<file path="src/rtl/video_timing_pkg.sv">
// Shared axis-timing types and helpers for the configurable video sync generator.
// Fields are FIELD_W wide so one struct serves any counter width up to that size.
package video_timing_pkg;

    localparam int unsigned FIELD_W  = 16;
    localparam int unsigned SUM_W    = FIELD_W + 3;
    localparam int unsigned N_FIELDS = 6;

    // Slot of each field inside a 6-field config word; F_VIS sits in the MSBs.
    localparam int unsigned F_BORDER2 = 0;
    localparam int unsigned F_BPORCH  = 1;
    localparam int unsigned F_SYNC    = 2;
    localparam int unsigned F_FPORCH  = 3;
    localparam int unsigned F_BORDER1 = 4;
    localparam int unsigned F_VIS     = 5;

    typedef struct packed {
        logic [FIELD_W-1:0] vis;
        logic [FIELD_W-1:0] border1;
        logic [FIELD_W-1:0] fporch;
        logic [FIELD_W-1:0] sync;
        logic [FIELD_W-1:0] bporch;
        logic [FIELD_W-1:0] border2;
    } axis_timing_t;

    function automatic logic [SUM_W-1:0] total(input axis_timing_t t);
        return SUM_W'(t.vis) + SUM_W'(t.border1) + SUM_W'(t.fporch) +
               SUM_W'(t.sync) + SUM_W'(t.bporch) + SUM_W'(t.border2);
    endfunction

    function automatic logic [SUM_W-1:0] sync_start(input axis_timing_t t);
        return SUM_W'(t.vis) + SUM_W'(t.border1) + SUM_W'(t.fporch);
    endfunction

    // Usable only with a visible and a sync region and a total the counter can hold.
    function automatic logic valid_cfg(input axis_timing_t t, input int unsigned cnt_w);
        logic [SUM_W:0] limit;
        limit = (SUM_W+1)'(1) << cnt_w;
        return (t.vis != '0) && (t.sync != '0) && ({1'b0, total(t)} < limit);
    endfunction

endpackage

</file>
<file path="src/rtl/video_axis_counter.sv">
// One timing axis: position counter with wrap, plus registered sync and blank decode.
// blank_nxt exposes the value blank will take after this cycle for aligned combining.
module video_axis_counter
    import video_timing_pkg::*;
#(
    parameter int unsigned CNT_W = 10
) (
    input  logic             clk,
    input  logic             rst_n,
    input  logic             step,
    input  axis_timing_t     timing,
    output logic [CNT_W-1:0] pos,
    output logic             last,
    output logic             sync_act,
    output logic             blank,
    output logic             blank_nxt
);

    logic [SUM_W-1:0] tot;
    logic [SUM_W-1:0] s_lo;
    logic [SUM_W-1:0] s_hi;
    logic [SUM_W-1:0] p_nxt;
    logic [CNT_W-1:0] pos_nxt;
    logic             sync_nxt;

    always_comb begin
        tot      = total(timing);
        s_lo     = sync_start(timing);
        s_hi     = s_lo + SUM_W'(timing.sync);
        last     = (SUM_W'(pos) == tot - SUM_W'(1));
        pos_nxt  = pos;
        if (step) begin
            pos_nxt = last ? '0 : pos + 1'b1;
        end
        // Position 0 decodes identically under any valid timing, so a timing swap at wrap is safe.
        p_nxt     = SUM_W'(pos_nxt);
        blank_nxt = (p_nxt >= SUM_W'(timing.vis));
        sync_nxt  = (p_nxt >= s_lo) && (p_nxt < s_hi);
    end

    always_ff @(posedge clk or negedge rst_n) begin
        if (!rst_n) begin
            pos      <= '0;
            sync_act <= 1'b0;
            blank    <= 1'b0;
        end else if (step) begin
            pos      <= pos_nxt;
            sync_act <= sync_nxt;
            blank    <= blank_nxt;
        end
    end

endmodule

</file>
<file path="src/rtl/video_timing_gen_cfg.sv">
// Runtime-reconfigurable video sync generator: H/V axis counters, shadowed timing
// config via valid/ready, applied only at the frame wrap.
module video_timing_gen_cfg
    import video_timing_pkg::*;
#(
    parameter int unsigned CNT_W           = 10,
    parameter int unsigned FRAME_CNT_W     = 8,
    parameter int unsigned H_VISIBLE       = 640,
    parameter int unsigned H_RIGHT_BORDER  = 8,
    parameter int unsigned H_FRONT_PORCH   = 8,
    parameter int unsigned H_SYNC_TIME     = 96,
    parameter int unsigned H_BACK_PORCH    = 40,
    parameter int unsigned H_LEFT_BORDER   = 8,
    parameter int unsigned V_VISIBLE       = 480,
    parameter int unsigned V_BOTTOM_BORDER = 8,
    parameter int unsigned V_FRONT_PORCH   = 2,
    parameter int unsigned V_SYNC_TIME     = 2,
    parameter int unsigned V_BACK_PORCH    = 25,
    parameter int unsigned V_TOP_BORDER    = 8,
    parameter int unsigned HSYNC_POL       = 0,
    parameter int unsigned VSYNC_POL       = 0
) (
    input  logic                      i_clk,
    input  logic                      i_rst_n,
    input  logic                      i_ce,
    input  logic                      i_cfg_valid,
    output logic                      o_cfg_ready,
    input  logic [N_FIELDS*CNT_W-1:0] i_cfg_h,
    input  logic [N_FIELDS*CNT_W-1:0] i_cfg_v,
    output logic                      o_cfg_err,
    output logic                      o_hsync,
    output logic                      o_vsync,
    output logic                      o_hblank,
    output logic                      o_vblank,
    output logic                      o_visible,
    output logic [CNT_W-1:0]          o_hpos,
    output logic [CNT_W-1:0]          o_vpos,
    output logic                      o_line_start,
    output logic                      o_frame_start,
    output logic [FRAME_CNT_W-1:0]    o_frame_cnt
);

    localparam axis_timing_t H_RST = '{
        vis:     FIELD_W'(H_VISIBLE),
        border1: FIELD_W'(H_RIGHT_BORDER),
        fporch:  FIELD_W'(H_FRONT_PORCH),
        sync:    FIELD_W'(H_SYNC_TIME),
        bporch:  FIELD_W'(H_BACK_PORCH),
        border2: FIELD_W'(H_LEFT_BORDER)
    };

    localparam axis_timing_t V_RST = '{
        vis:     FIELD_W'(V_VISIBLE),
        border1: FIELD_W'(V_BOTTOM_BORDER),
        fporch:  FIELD_W'(V_FRONT_PORCH),
        sync:    FIELD_W'(V_SYNC_TIME),
        bporch:  FIELD_W'(V_BACK_PORCH),
        border2: FIELD_W'(V_TOP_BORDER)
    };

    function automatic axis_timing_t to_timing(input logic [N_FIELDS*CNT_W-1:0] bus);
        axis_timing_t t;
        t.vis     = FIELD_W'(bus[F_VIS*CNT_W     +: CNT_W]);
        t.border1 = FIELD_W'(bus[F_BORDER1*CNT_W +: CNT_W]);
        t.fporch  = FIELD_W'(bus[F_FPORCH*CNT_W  +: CNT_W]);
        t.sync    = FIELD_W'(bus[F_SYNC*CNT_W    +: CNT_W]);
        t.bporch  = FIELD_W'(bus[F_BPORCH*CNT_W  +: CNT_W]);
        t.border2 = FIELD_W'(bus[F_BORDER2*CNT_W +: CNT_W]);
        return t;
    endfunction

    axis_timing_t h_act;
    axis_timing_t v_act;
    axis_timing_t h_shadow;
    axis_timing_t v_shadow;
    axis_timing_t h_new;
    axis_timing_t v_new;

    logic cfg_ok;
    logic offer;
    logic h_last;
    logic v_last;
    logic v_step;
    logic frame_wrap;
    logic h_sync_act;
    logic v_sync_act;
    logic h_blank_nxt;
    logic v_blank_nxt;

    always_comb begin
        h_new      = to_timing(i_cfg_h);
        v_new      = to_timing(i_cfg_v);
        cfg_ok     = valid_cfg(h_new, CNT_W) && valid_cfg(v_new, CNT_W);
        offer      = i_cfg_valid && o_cfg_ready;
        v_step     = i_ce && h_last;
        frame_wrap = v_step && v_last;
    end

    video_axis_counter #(.CNT_W(CNT_W)) u_h_axis (
        .clk       (i_clk),
        .rst_n     (i_rst_n),
        .step      (i_ce),
        .timing    (h_act),
        .pos       (o_hpos),
        .last      (h_last),
        .sync_act  (h_sync_act),
        .blank     (o_hblank),
        .blank_nxt (h_blank_nxt)
    );

    video_axis_counter #(.CNT_W(CNT_W)) u_v_axis (
        .clk       (i_clk),
        .rst_n     (i_rst_n),
        .step      (v_step),
        .timing    (v_act),
        .pos       (o_vpos),
        .last      (v_last),
        .sync_act  (v_sync_act),
        .blank     (o_vblank),
        .blank_nxt (v_blank_nxt)
    );

    always_ff @(posedge i_clk or negedge i_rst_n) begin
        if (!i_rst_n) begin
            h_act         <= H_RST;
            v_act         <= V_RST;
            h_shadow      <= H_RST;
            v_shadow      <= V_RST;
            o_cfg_ready   <= 1'b1;
            o_cfg_err     <= 1'b0;
            o_line_start  <= 1'b0;
            o_frame_start <= 1'b0;
            o_frame_cnt   <= '0;
            o_visible     <= 1'b1;
        end else begin
            o_cfg_err <= offer && !cfg_ok;
            // Accept needs ready=1 and apply needs ready=0, so an accept on a wrap waits for the next wrap.
            if (offer && cfg_ok) begin
                h_shadow    <= h_new;
                v_shadow    <= v_new;
                o_cfg_ready <= 1'b0;
            end else if (!o_cfg_ready && frame_wrap) begin
                h_act       <= h_shadow;
                v_act       <= v_shadow;
                o_cfg_ready <= 1'b1;
            end
            o_line_start  <= v_step;
            o_frame_start <= frame_wrap;
            if (frame_wrap) begin
                o_frame_cnt <= o_frame_cnt + 1'b1;
            end
            o_visible <= !h_blank_nxt && !v_blank_nxt;
        end
    end

    assign o_hsync = (HSYNC_POL != 0) ? h_sync_act : !h_sync_act;
    assign o_vsync = (VSYNC_POL != 0) ? v_sync_act : !v_sync_act;

endmodule
</file>
<file path="config.mk">
export PLATFORM = sky130hd
export DESIGN_NAME = video_timing_gen_cfg
export DESIGN_NICKNAME = d
export VERILOG_FILES = /design/src/rtl/video_timing_pkg.sv /design/src/rtl/video_axis_counter.sv /design/src/rtl/video_timing_gen_cfg.sv
export SDC_FILE = /design/constraint.sdc
export NUM_CORES = 1
export LEC_CHECK = 0
export CAP_MARGIN = 20
export CORE_ASPECT_RATIO = 0.8
export CORE_UTILIZATION = 47
export DETAILED_ROUTE_END_ITERATION = 7
export PLACE_DENSITY = 0.71
export REMOVE_ABC_BUFFERS = 1
export SKIP_LAST_GASP = 1
export SLEW_MARGIN = 20
export SYNTH_ARGS = -nofsm -noshare
export SYNTH_HDL_FRONTEND = slang
export SYNTH_HIERARCHICAL = 1
export SYNTH_SLANG_ARGS = --single-unit
</file>
<file path="constraint.sdc">
create_clock -name i_clk -period 12.6 [get_ports i_clk]
set_input_delay 2.52 -clock i_clk [delete_from_list [all_inputs] [get_ports i_clk]]
set_output_delay 2.52 -clock i_clk [all_outputs]
set_load 0.01 [all_outputs]
</file>
---- Word level (Yosys, flattened, before mapping) ----
Cells that the tools add are included.
cells by class
  reductions and logical operators ........ 26
  order comparisons ....................... 8
  equality and inequality tests ........... 2
  add/sub/neg operators ................... 25
  muxes and demuxes ....................... 6
  bitwise gates (word level) .............. 1
operator list
  kind                                                                     number
  19-bit by 10-bit adder with 19-bit output                                7
  10-bit by 10-bit adder with 11-bit output                                4
  10-bit 2-to-1 mux                                                        4
  10-bit nonzero test                                                      4
  10-bit by 19-bit == test with 1-bit output                               2
  10-bit by 19-bit >= comparator with 1-bit output                         2
  10-bit by 19-bit < comparator with 1-bit output                          2
  19-bit by 1-bit subtractor with 19-bit output (second input constant)    2
  11-bit by 10-bit adder with 12-bit output                                3
  14-bit by 10-bit adder with 15-bit output                                2
  15-bit by 11-bit < comparator with 1-bit output (second input constant)  2
  13-bit by 10-bit adder with 14-bit output                                2
  12-bit by 10-bit adder with 13-bit output                                2
  10-bit by 1-bit adder with 10-bit output (second input constant)         2
  10-bit >= comparator                                                     2
  1-bit logical AND                                                        14
  8-bit by 1-bit adder with 8-bit output (second input constant)           1
  1-bit logical NOT                                                        6
  1-bit 2-to-1 mux                                                         2
  2-bit AND reduction                                                      1
  2-bit nonzero test                                                       1
  1-bit NOT                                                                1
storage, ports and cells
  flip-flop bits (word level) ............. 277
  input bits .............................. 124
  word-level logic and storage cells ...... 104
  output and inout bits ................... 37

---- Longest topological paths before layout ----
Gate-level depths: netlist of the first run.
  depth in word-level cells ............... 12
  gate-level depth with buffers ........... 48
  depth with buffers taken out ............ 47

---- Cells and area by module ----
The synthesis of the first run kept the hierarchy.
modules (own cells, without submodules)
  module                         cells an instance  sequential area each (um2)  times used  area an instance (um2)
  video_timing_gen_cfg           915                6383.6                      1           12371.9
  video_axis_counter (u_v_axis)  643                300.3                       1           5144.9
  video_axis_counter (u_h_axis)  607                300.3                       1           4907.2

---- Worst setup path before layout of the first run ----
No wires, ideal clock.
  path type ............................... register to register
  start ................................... register h_act[81] (netlist bit)
  end ..................................... register u_v_axis.sync_act
  setup time .............................. 0.088 ns
  setup slack ............................. 3.577 ns
  stages on the path, launching flop included .. 43
  clock period less this slack ............ 9.023 ns
  data required time ...................... 12.512 ns
  buffers on the path ..................... 2
  arrival time ............................ 8.935 ns
  cells stage by stage .................... dfrtp_1 inv_1 fa_1 inv_1 ha_1 inv_1 fa_1 xnor2_1 ha_1 a21oi_1 nor2b_1 a311o_1 o31ai_1 o21ai_0 xnor2_1 fa_1 inv_1 ha_1 [... 7 more ...] nor4_2 and2_1 buf_6 and2_1 nand4_1 nor2_1 nand4_1 xnor2_1 nor2_1 ha_1 o21a_1 o211ai_1 o21ai_0 a21oi_1 nor4_1 or4b_1 a22o_1 a41oi_1
between the ends
  cells in the longest elaborated chain, start to end .. 11
  elaborated cells between the ends (all ways) .. 12
  classes of those cells .................. add/sub: 6; order compare: 2; eq/ne: 1; mux: 1; reduce/logical: 2
ends and longest elaborated chain
  element                                                                                                                     line                         text
  start: declaration                                                                                                          video_timing_gen_cfg.sv:72   axis_timing_t h_act;
  start signal: assignment                                                                                                    video_timing_gen_cfg.sv:143  h_act <= h_shadow;
  10-bit by 10-bit adder with 11-bit output *                                                                                 video_timing_pkg.sv:27       return SUM_W'(t.vis) + SUM_W'(t.border1) + SUM_W'(t.fporch) +
  11-bit by 10-bit adder with 12-bit output *                                                                                 video_timing_pkg.sv:27
  19-bit by 10-bit adder with 19-bit output *                                                                                 video_timing_pkg.sv:27
  19-bit by 10-bit adder with 19-bit output * (2 in a row)                                                                    video_timing_pkg.sv:28       SUM_W'(t.sync) + SUM_W'(t.bporch) + SUM_W'(t.border2);
  19-bit by 1-bit subtractor with 19-bit output *                                                                             video_axis_counter.sv:30     last = (SUM_W'(pos) == tot - SUM_W'(1));
  10-bit by 19-bit == test with 1-bit output *                                                                                video_axis_counter.sv:30
  via h_last                                                                                                                  video_timing_gen_cfg.sv:81   logic h_last;
  1-bit logical AND *                                                                                                         video_timing_gen_cfg.sv:95   v_step = i_ce && h_last;
  via v_step                                                                                                                  video_timing_gen_cfg.sv:83   logic v_step;
  10-bit 2-to-1 mux *                                                                                                         video_axis_counter.sv:32     if (step) begin
  via u_v_axis.pos_nxt[7]                                                                                                     video_axis_counter.sv:23     logic [CNT_W-1:0] pos_nxt;
  10-bit by 19-bit >= comparator with 1-bit output / 10-bit by 19-bit < comparator with 1-bit output (equally long branches)  video_axis_counter.sv:38     sync_nxt = (p_nxt >= s_lo) && (p_nxt < s_hi);
  1-bit logical AND *                                                                                                         video_axis_counter.sv:38
  end signal: assignment                                                                                                      video_axis_counter.sv:48     sync_act <= sync_nxt;
  end: declaration                                                                                                            video_axis_counter.sv:14     output logic sync_act,
The timed path passes the listed nets; every way through them passes the cells marked *.
A chain may end at the register's enable or synchronous reset.

---- Final worst setup path of the first run ----
  start ................................... register h_act[49] (netlist bit)
  end ..................................... register u_v_axis.sync_act
between the ends
  cells in the longest elaborated chain, start to end .. 10
  elaborated cells between the ends (all ways) .. 11
  classes of those cells .................. add/sub: 5; order compare: 2; eq/ne: 1; mux: 1; reduce/logical: 2
ends and longest elaborated chain
  element                                                                                                                     line
  11-bit by 10-bit adder with 12-bit output *                                                                                 video_timing_pkg.sv:27
  19-bit by 10-bit adder with 19-bit output *                                                                                 video_timing_pkg.sv:27
  19-bit by 10-bit adder with 19-bit output * (2 in a row)                                                                    video_timing_pkg.sv:28
  19-bit by 1-bit subtractor with 19-bit output *                                                                             video_axis_counter.sv:30
  10-bit by 19-bit == test with 1-bit output *                                                                                video_axis_counter.sv:30
  via h_last                                                                                                                  video_timing_gen_cfg.sv:81
  1-bit logical AND *                                                                                                         video_timing_gen_cfg.sv:95
  via v_step                                                                                                                  video_timing_gen_cfg.sv:83
  10-bit 2-to-1 mux *                                                                                                         video_axis_counter.sv:32
  via u_v_axis.pos_nxt[7]                                                                                                     video_axis_counter.sv:23
  10-bit by 19-bit >= comparator with 1-bit output / 10-bit by 19-bit < comparator with 1-bit output (equally long branches)  video_axis_counter.sv:38
  1-bit logical AND *                                                                                                         video_axis_counter.sv:38
Marks and branches as above.

==> summary.md, run 1 <==
| Metric | Value |
|---|---|
| # setup viols final | `0` |
| Reg-to-reg endpoint | `u_v_axis/sync_act` |
| Final wirelength | `58,300 um` |
| Worst hold path type | `flip-flop to flip-flop` |
| Register area share after synthesis | `31.15%` |
| N_diodes | `0` |
| Synthesized area per cell | `10.36 um^2` |
| Synth Warn # | `6` |
| Critical Path RT | `13.07 ns` |
| R2R depth | `44` |
| Final Max Tran Viols | `0` |
| Final hold vios | `0` |
| Largest family of logic cells by synthesized area | `adder cells` |
| Htree depth | `2` |
| Input/output buffers | `160` |
| Clock tree sinks | `277` |
| Critical Path Fanout Max | `18` |
| Static Leak | `13.29 nW` |
| HPWL after detailed placement | `46,600 um` |
| Setup repair after global routing missed its margin | `false` |
| Initial antenna violation count | `0` |
| Root Buffer Master | `clkbuf_16` |
| Setup Crit Path Kind | `flip-flop to flip-flop` |
| Reg clk slew, reported paths | `0.07 ns` |
| EDFF count, synth | `0` |
| DR WL/cell | `19.10 um` |
| Final Util | `55.38%` |
| I/O Pins | `161` |
| Reg-to-Reg Start | `h_act[49]` |
| CTS Hold Bufs | `0` |
| Power per Cell Area | `138.9 nW/um^2` |
| Pre-CTS WS | `1.868 ns` |
| XOR/XNOR share of the synthesized area | `4.285%` |
| DR DRC count | `0` |
| Slew headroom | `35.40%` |
| R2R Setup Slk | `1.67 ns` |
| Register Area | `6984 um^2` |
| CTS tree | `done` |
| # nets final | `2,890` |
| Largest net degree at the start of global routing | `79` |
| Gr ovfl total | `0` |
| Post-CTS Setup Bufs | `0` |
| Compound-Gate Fraction of Synth Area | `10.34%` |
| Slowest cell on the critical path | `and2_1` |
| Via density | `5.341` |
| Syn Std Cell Area | `22,420 um^2` |
| Drt pass-1 iters | `5` |
| Top FF cell, synth | `dfrtp_1` |
| Final RePlAce weighted congestion | `0.9625` |
| WP data arrival | `11.40 ns` |
| Status | `completed` |
| Post-synthesis mux area share | `12.72%` |
| Post-Synthesis Cells | `2,165` |
| Total power | `3.623 mW` |
| Core box area | `47,080 um^2` |
| Longest Clk Path Bufs | `3` |
| Tcrit/Tclk final | `86.76%` |
| DRT antenna net count | `0` |
| Rows | `71` |
| Hold Crit Start | `h_shadow[70]` |
| Max-cap violations | `0` |
| Die height | `197.4 um` |
| Clock Latency Late Sink | `0.56 ns` |
| Final WS setup | `1.669 ns` |
| Crit path top cell by count | `a21oi_1` |
| Post-Synth Simple-Gate Area | `8.236%` |
| Type of origin of the critical path | `flip-flop` |
| Via count | `16,310` |
| Min Tclk post-route | `10.93 ns` |
| Die W | `246.2 um` |
| Area grow syn2layout | `16.28%` |
| First-pass GRT wire length | `91,980 um` |
| Initial detailed-routing violation count | `1,019` |
| Max Clk Rate | `91.48 MHz` |
| Synth Register Bits | `277` |
| DIE AREA | `48,590 um^2` |
| Crit. End Element | `flip-flop` |
| Cts repair resizes | `0` |
| Clk_skew | `0.02685 ns` |
| Total CTS buffers | `34` |
| Share of post-route cells with drive strength above 1 | `12.21%` |
| Vias in the first global route | `16,340` |
| Slew at the pin closest to its max-slew limit | `0.9445 ns` |
| Max incr delay on CP | `0.60 ns` |
| Endpoint, Worst Hold | `h_shadow[70]` |
| Area of the multi-input gates | `13,880 um^2` |
| Filler instances | `4,111` |
| FFs w/ async S/R, synth | `100.0%` |
| Post-Synth Adder-Cell Area | `24.85%` |
| Post-synth cell types | `90` |
| Hold path depth | `1` |
| Peak supply drop | `0.1248 mV` |
| Starting Density | `47.63%` |
| GRT Util Overall | `24.68%` |
| Setup TNS | `0 ns` |
report_power, final:
part | internal (mW) | total [mW] | switching [mW]
combinational | 0.689 | 1.68 | 0.992
sequential | 0.901 | 0.924 | 0.0224
clock | 0.598 | 1.02 | 0.420
layout by cell type (no fill, tap or decap), types with 8 or more instances in the layout:
cell	count
a21o_1	45
nor4_1	13
o211ai_1	10
o21a_1	22
mux2_1	89
mux2_2	158
nand4_1	24
nor3_1	23
dfrtp_1	235
and3_1	19
fa_1	144
o21ai_0	67
inv_1	428
clkdlybuf4s50_1	159
o22ai_1	9
xor2_1	37
nand2_1	64
nand2b_1	24
nand3_1	39
nor2_1	84
ha_1	215
clkinv_2	9
o21bai_1	9
conb_1	84
o2111ai_1	8
clkbuf_16	35
a211oi_1	8
a21oi_1	89
nor2b_1	18
dfstp_2	42
xnor2_1	69
logic make-up after synthesis:
family | Yosys count
compound gates | 342
xor+xnor | 108
fa+ha+maj | 359
buf+inv | 472
flops | 277
mux | 254
other cells | 1
simple gates | 352
layer usage:
metal	routed length [um]	vias up	GRT usage, %
met1	29230	8117	38.06
met2	23840	416	34.49
met3	4138	68	5.570
met4	1092	0	6.096
met5	0	-	0
li1	-	7705	-
cells in the mapped netlist, types with 10 or more instances:
library cell    n  share of area (%)
a21o_1         45                1.5
a21oi_1        89                2.0
and3_1         19               0.53
buf_6          11               0.55
clkbuf_1       22               0.37
dfrtp_1       235                 26
dfstp_2        42                4.9
fa_1          144                 13
ha_1          215                 12
inv_1         428                7.2
mux2_1         89                4.5
mux2_2        158                7.9
nand2_1        64                1.1
nand2b_1       25               0.70
nand3_1        39               0.87
nand4_1        24               0.67
nor2_1         84                1.4
nor2b_1        18               0.50
nor3_1         23               0.51
nor4_1         13               0.36
o211ai_1       10               0.33
o21a_1         22               0.74
o21ai_0        67                1.5
xnor2_1        69                2.7
xor2_1         37                1.4
critical path, delay by kind of cell (launching register included):
family | cells | cell delay, ns
AO/OA/AOI/OAI | 18 | 3.22
XOR/XNOR | 3 | 0.64
AND/OR/NAND/NOR | 12 | 3.89
flip-flops | 1 | 0.34
buffers and inverters | 4 | 0.26
adder cells (fa/ha/maj) | 7 | 2.47
per-stage QoR:
| stage | area [um^2] | hold WS, ns | instances |
|---|---|---|---|
| 2_1_floorplan | 22460 | 0.4542 | 2204 |
| 3_3_place_gp | 24910 | 0.4645 | 2991 |
| 3_5_place_dp | 24910 | 0.4695 | 2991 |
| 4_1_cts | 26070 | 0.4839 | 3053 |
| 5_1_grt | 26070 | 0.4981 | 3053 |
| 6_report | 26070 | 0.4817 | 3053 |
registers in the layout, summed over array words and instances, names as in the netlist:
| name | cells |
|---|---|
| o_frame_cnt | 8 |
| o_frame_start | 1 |
| o_line_start | 1 |
| v_act | 60 |
| o_visible | 1 |
| u_h_axis/blank | 1 |
| v_shadow | 60 |
| o_cfg_err | 1 |
| h_act | 60 |
| u_h_axis/sync_act | 1 |
| o_cfg_ready | 1 |
| u_h_axis/pos | 10 |
| u_v_axis/sync_act | 1 |
| u_v_axis/blank | 1 |
| u_v_axis/pos | 10 |
| h_shadow | 60 |
worst max-delay path by stage:
stage	startpoint	end	slack (ns)	depth (start not counted)
floorplan	i_cfg_h[9]	h_shadow[89]	1.14	12
global placement	h_act[81]	u_v_axis/sync_act	2.24	44
detailed placement	h_act[81]	u_v_axis/sync_act	1.87	44
CTS	h_act[81]	u_v_axis/sync_act	1.80	44
global route	h_act[81]	u_v_axis/sync_act	0.95	44
finish	h_act[49]	u_v_axis/sync_act	1.67	44
final cells by class:
type                    instances  share of cell area [%]
clock inverters                18                  0.7006
clock buffers                  44                   3.757
inverters                     428                   6.162
flip-flops and latches        277                   26.79
multi-input cells            1499                   53.24
repair buffers                167                   6.377
well taps                     620                   2.975
No activity file was read; power rests on OpenSTA's default activity.
==> run 2, diff against run 1 <==
--- a/config.mk
+++ b/config.mk
@@ -12,7 +12,6 @@
 export PLACE_DENSITY = 0.71
 export REMOVE_ABC_BUFFERS = 1
 export SKIP_LAST_GASP = 1
-export SLEW_MARGIN = 20
 export SYNTH_ARGS = -nofsm -noshare
 export SYNTH_HDL_FRONTEND = slang
 export SYNTH_HIERARCHICAL = 1
==> summary.md, run 2 (synthesis results as in run 1) <==
| Metric | Value |
|---|---|
| Initial antenna violation count | `0 (unchanged)` |
| R2R Setup Slk | `1.67 ns (about the same)` |
| DR DRC count | `0 (unchanged)` |
| Clock tree sinks | `277 (unchanged)` |
| Final RePlAce weighted congestion | `0.9625 (unchanged)` |
| Vias in the first global route | `16,340 (unchanged)` |
| DRT antenna net count | `0 (unchanged)` |
| Via count | `16,320 (+0.061%)` |
| Crit path top cell by count | `a21oi_1` |
| Via density | `5.343 (about the same)` |
| Commonest non-fill, non-tap cell in the layout | `inv_1` |
| Total power | `3.624 mW (about the same)` |
| Pre-CTS WS | `1.868 ns (unchanged)` |
| Post-place instance area | `24,910 um^2 (unchanged)` |
| N_diodes | `0 (unchanged)` |
| Largest net degree at the start of global routing | `79 (unchanged)` |
| Area grow syn2layout | `16.38% (about the same)` |
| Share of post-route cells with drive strength above 1 | `12.24% (+0.036 points)` |
| Die height | `197.4 um (unchanged)` |
| Power per Cell Area | `138.9 nW/um^2 (about the same)` |
| Input/output buffers | `160 (unchanged)` |
| Max-cap violations | `0 (unchanged)` |
| Final WS setup | `1.672 ns (+0.003230 ns)` |
| WHS | `0.4816 ns (-0.0001140 ns)` |
| # setup viols final | `0 (unchanged)` |
| Peak supply drop | `0.1257 mV (+0.69%)` |
| Htree depth | `2 (unchanged)` |
| Final wirelength | `58,360 um (about the same)` |
| Longest Clk Path Bufs | `3 (unchanged)` |
| Reg clk slew, reported paths | `0.07 ns (about the same)` |
| Area of the multi-input gates | `13,880 um^2 (unchanged)` |
| Met1 Track Usage GR | `38.06% (unchanged)` |
| Max incr delay on CP | `0.60 ns (about the same)` |
| CTS tree | `done` |
| Clock Latency Late Sink | `0.56 ns (about the same)` |
| WP data arrival | `11.40 ns (about the same)` |
| Root Buffer Master | `clkbuf_16` |
| Critical Path RT | `13.07 ns (about the same)` |
| Setup Crit Path Kind | `flip-flop to flip-flop` |
| Starting Density | `47.63% (unchanged)` |
| # nets final | `2,891 (+0.035%)` |
| Filler instances | `4,110 (-0.024%)` |
| I/O Pins | `161 (unchanged)` |
| HPWL after detailed placement | `46,600 um (unchanged)` |
| Top Usage Layer GRT | `met1` |
| Crit. End Element | `flip-flop` |
| Slowest cell on the critical path | `and2_1` |
| Critical Path Fanout Max | `18 (unchanged)` |
| GRT Util Overall | `24.68% (unchanged)` |
| Core box area | `47,080 um^2 (unchanged)` |
| Met2 Use GR | `34.49% (unchanged)` |
| Initial detailed-routing violation count | `1,089 (+6.9%)` |
| Total CTS buffers | `34 (unchanged)` |
| Post-route cell area | `26,100 um^2 (about the same)` |
| Tcrit/Tclk final | `86.73% (about the same)` |
| Met3 Track Usage GR | `5.570% (unchanged)` |
| CTS Hold Bufs | `0 (unchanged)` |
| Clk_skew | `0.02478 ns (-0.002066 ns)` |
| Worst hold path type | `flip-flop to flip-flop` |
| Slew headroom | `34.44% (-0.96 points)` |
| Status | `completed` |
| Slew at the pin closest to its max-slew limit | `0.9586 ns (+0.01407 ns)` |
| Static Leak | `13.30 nW (about the same)` |
| Drt pass-1 iters | `5 (unchanged)` |
| Setup TNS | `0 ns (unchanged)` |
| Commonest non-fill, non-tap cells in the layout | `inv_1, dfrtp_1, ha_1, clkdlybuf4s50_1, mux2_2` |
| Gr ovfl total | `0 (unchanged)` |
| Post-CTS Setup Bufs | `0 (unchanged)` |
| Final Max Tran Viols | `0 (unchanged)` |
| Buf+Inv Stages, Crit Path | `4 (unchanged)` |
| Final hold vios | `0 (unchanged)` |
| Type of origin of the critical path | `flip-flop` |
| Min Tclk post-route | `10.93 ns (-0.003230 ns)` |
| First-pass GRT wire length | `91,980 um (unchanged)` |
| Register Area | `6984 um^2 (unchanged)` |
| Max Clk Rate | `91.51 MHz (about the same)` |
| Setup repair after global routing missed its margin | `false` |
| Cts repair resizes | `0 (unchanged)` |
| Die W | `246.2 um (unchanged)` |
| Worst path top cell family by delay | `simple AND/OR/NAND/NOR gates` |
| DR WL/cell | `19.11 um (about the same)` |
| Rows | `71 (unchanged)` |
| DIE AREA | `48,590 um^2 (unchanged)` |
run 2: cell types whose count changed in the layout (fill, tap and decap cells not counted):
cell    delta
buf_16     +1
buf_4      +1
buf_6      -1
run 2: where the power goes:
| group | switching [mW] | internal (mW) |
|---|---|---|
| clock network | 0.419 | 0.598 |
| registers | 0.0228 | 0.901 |
| logic | 0.993 | 0.690 |
run 2: worst paths after layout:
check,start,endpoint,cells after the start
max,h_act[65],u_v_axis/sync_act,44
min,h_shadow[70],h_shadow[70],1
max reg2reg,h_act[65],u_v_axis/sync_act,44
min reg2reg,h_shadow[70],h_shadow[70],1
max in group asynchronous,i_rst_n,h_shadow[9],3
min in group asynchronous,i_rst_n,v_act[6],1
run 2: metal layers:
metal  part of all wire [%]  up-vias  routed length, um
li1                       -     7706                  -
met1                     50     8136              29170
met2                     41      405              23950
met3                    7.1       69               4158
met4                    1.9        0               1083
met5                      0        -                  0
run 2: layout make-up:
type                       instances  area share (%)
clock inverter                    18          0.7000
clock buffer                      44           3.754
sequential                       277           26.76
tap                              620           2.972
multi-input combinational       1499           53.19
timing repair buffer             168           6.463
inverter                         428           6.156
run 2: metrics by stage:
step                      utilization [%]  std cells
final                               55.43       3054
after global routing                55.43       3054
after CTS                           55.37       3053
after detailed placement            52.90       2991
after global placement              52.90       2991
after floorplan                         -       2204
run 2: worst reg2reg max path: cells and delay by family, from the launching register on:
family                     cells  cell delay [ns]
adders and majority gates      7             2.42
buffers and inverters          4             0.28
DFF                            1             0.38
AOI/OAI and AO/OA             18             3.22
xor gates and xnor gates       3             0.65
and+or+nand+nor               12             3.87
==> run 3, diff against run 2 <==
--- a/config.mk
+++ b/config.mk
@@ -9,7 +9,7 @@
 export CORE_ASPECT_RATIO = 0.8
 export CORE_UTILIZATION = 47
 export DETAILED_ROUTE_END_ITERATION = 7
-export PLACE_DENSITY = 0.71
+export PLACE_DENSITY = 0.74
 export REMOVE_ABC_BUFFERS = 1
 export SKIP_LAST_GASP = 1
 export SYNTH_ARGS = -nofsm -noshare
==> constraint.sdc (replaced) <==
create_clock -name i_clk -period 9.86 [get_ports i_clk]
set_input_delay 1.972 -clock i_clk [delete_from_list [all_inputs] [get_ports i_clk]]
set_output_delay 1.972 -clock i_clk [all_outputs]
set_load 0.01 [all_outputs]
==> summary.md, run 3 (synthesis results as in run 1) <==
| Metric | Value |
|---|---|
| Power share of the sequential group | `25.2% (-0.3 points)` |
| Static Leak | `13.43 nW (+0.96%)` |
| Clk pwr share | `28.8% (+0.7 points)` |
| Filler instances | `4,043 (-1.6%)` |
| Total power | `4.677 mW (+29%)` |
| R2R Setup Slk | `0.34 ns (-1.33 ns)` |
| Root Buffer Master | `clkbuf_16` |
| Area grow syn2layout | `17.98%` |
| Total CTS buffers | `34 (unchanged)` |
| Tcrit/Tclk final | `96.56% (+9.8 points)` |
| Peak supply drop | `0.1437 mV (+14%)` |
| Slew at the pin closest to its max-slew limit | `1.176 ns (+0.2173 ns)` |
| Max Clk Rate | `105.0 MHz (+15%)` |
| Drt pass-1 iters | `6 (+1)` |
| Gr ovfl total | `0 (unchanged)` |
| Reg clk slew, reported paths | `0.07 ns (about the same)` |
| Commonest non-fill, non-tap cell in the layout | `inv_1` |
| Final RePlAce weighted congestion | `0.9272 (-3.7%)` |
| Final hold vios | `0 (unchanged)` |
| Input/output buffers | `160 (unchanged)` |
| Clock Latency Late Sink | `0.54 ns (-0.02 ns)` |
| Power per Cell Area | `176.8 nW/um^2 (+27%)` |
| Reg-to-Reg Start | `h_act[49]` |
| Int Power | `2.878 mW (+31%)` |
| Reg-to-reg endpoint | `u_v_axis/sync_act` |
| # nets final | `2,907 (+0.55%)` |
| Worst hold path type | `flip-flop to flip-flop` |
| Longest Clk Path Bufs | `3 (unchanged)` |
| Largest net degree at the start of global routing | `171 (+120%)` |
| DIE AREA | `48,590 um^2 (unchanged)` |
| DR WL/cell | `19.16 um (+0.25%)` |
| Critical Path Fanout Max | `7 (-11)` |
| Htree depth | `2 (unchanged)` |
| Rows | `71 (unchanged)` |
| Max-cap violations | `0 (unchanged)` |
| Final Util | `56.19% (+0.76 points)` |
| Type of origin of the critical path | `flip-flop` |
| Die W | `246.2 um (unchanged)` |
| DRT antenna net count | `0 (unchanged)` |
| Via density | `5.379 (+0.68%)` |
| Combinational share of power | `46.0% (-0.4 points)` |
| CTS tree | `done` |
| Clk_skew | `0.01326 ns (-0.01152 ns)` |
| Min Tclk post-route | `9.521 ns (-1.407 ns)` |
| Commonest non-fill, non-tap cells in the layout | `inv_1, dfrtp_1, ha_1, clkdlybuf4s50_1, mux2_2` |
| R2R depth | `40 (-9.1%)` |
| Via count | `16,510 (+1.2%)` |
| # setup viols final | `0 (unchanged)` |
| Die height | `197.4 um (unchanged)` |
| WP data arrival | `9.98 ns (-1.42 ns)` |
| Crit path to | `u_v_axis/sync_act` |
| I/O Pins | `161 (unchanged)` |
| Setup repair after global routing missed its margin | `true` |
| Crit. End Element | `flip-flop` |
| Sw Ratio | `38.47% (-1.1 points)` |
| Final wirelength | `58,790 um (+0.74%)` |
| First-pass GRT wire length | `93,160 um (+1.3%)` |
| Vias in the first global route | `16,700 (+2.2%)` |
| DR DRC count | `0 (unchanged)` |
| Clock tree sinks | `277 (unchanged)` |
| CTS Hold Bufs | `0 (unchanged)` |
| Max incr delay on CP | `0.51 ns (-0.09 ns)` |
| Slowest cell on the critical path | `or4_1` |
| N_diodes | `0 (unchanged)` |
| Setup Crit Path Kind | `flip-flop to flip-flop` |
| Final Max Tran Viols | `0 (unchanged)` |
| Slew headroom | `20.89% (-14 points)` |
| GRT Util Overall | `24.78% (+0.099 points)` |
| Initial antenna violation count | `1 (+1)` |
| Core box area | `47,080 um^2 (unchanged)` |
| Status | `completed` |
| Critical Path RT | `10.32 ns (-2.75 ns)` |
| Setup TNS | `0 ns (unchanged)` |
| P_sw | `1.799 mW (+25%)` |
| Initial detailed-routing violation count | `972 (-11%)` |
| Share of post-route cells with drive strength above 1 | `13.92% (+1.7 points)` |
| Starting Density | `47.63% (unchanged)` |
| HPWL after detailed placement | `47,160 um (+1.2%)` |
| Worst Setup SP | `h_act[49]` |
| Crit path top cell by count | `inv_1` |
## run 3: cell count changes in the layout (fill, tap and decap cells not counted), moves of 5 or more
cell,previous run,this run
buf_4,7,20
clkbuf_8,7,2
clkinvlp_4,1,6
xnor2_2,2,8
clkinv_2,9,4
xnor2_1,69,63
## run 3: critical path, delay by kind of cell, from the launching register on
family / cells / cell delay (ns)
AND/OR/NAND/NOR: 12 / 2.88
AO/OA/AOI/OAI: 13 / 2.49
adder cells (fa/ha/maj): 7 / 2.48
XOR/XNOR: 4 / 0.95
flip-flops: 1 / 0.35
buffers and inverters: 4 / 0.29
## run 3: worst min path at each step
| stage | cells after the start | startpoint | slack (ns) | to |
|---|---|---|---|---|
| CTS | 1 | o_frame_cnt[7] | 0.48 | o_frame_cnt[7] |
| finish | 1 | o_frame_cnt[7] | 0.48 | o_frame_cnt[7] |
| global placement | 1 | h_shadow[7] | 0.46 | h_shadow[7] |
| global route | 1 | o_frame_cnt[7] | 0.49 | o_frame_cnt[7] |
| floorplan | 1 | h_shadow[0] | 0.45 | h_shadow[0] |
| detailed placement | 1 | o_frame_cnt[7] | 0.47 | o_frame_cnt[7] |
## run 3: power groups by stage
stage	Combinational (mW)	Sequential (mW)	Clock [mW]
floorplan	1.49	1.20	0
global placement	1.90	1.20	0
detailed placement	1.92	1.20	0
CTS	1.93	1.18	1.38
global route	2.38	1.18	1.42
finish	2.15	1.18	1.35
## run 3: stage by stage
stage / cell area [um^2] / setup WS [ns] / hold WS [ns] / instances
2_1_floorplan: 22460 / -1.051 / 0.4542 / 2204
3_3_place_gp: 25020 / 0.1831 / 0.4635 / 2999
3_5_place_dp: 25020 / -0.1125 / 0.4700 / 2999
4_1_cts: 26230 / 0.04136 / 0.4844 / 3061
5_1_grt: 26460 / -0.1610 / 0.4891 / 3069
6_report: 26460 / 0.3392 / 0.4767 / 3069
## run 3: metal layers
| metal | part of all wire (%) | up-vias | global-route usage (%) |
|---|---|---|---|
| li1 | - | 7740 | - |
| met1 | 50 | 8269 | 38.63 |
| met2 | 43 | 432 | 36.25 |
| met3 | 5.9 | 66 | 3.600 |
| met4 | 1.6 | 0 | 4.877 |
| met5 | 0 | - | 0 |
## run 3: final cells by class
type	instances	area [um^2]	area share (%)
Inverter	428	1607	6.073
Timing Repair Buffer	184	1837	6.943
Clock inverter	20	280.3	1.059
Sequential cell	277	6984	26.40
Tap cell	620	775.7	2.932
Clock buffer	41	918.4	3.471
Multi-Input combinational cell	1499	14050	53.12
## run 3: timing repair
item,in CTS,in global routing
resized for setup,3,37
setup buffers,1,8
pin swaps,0,18
setup endpoints to repair,2,5
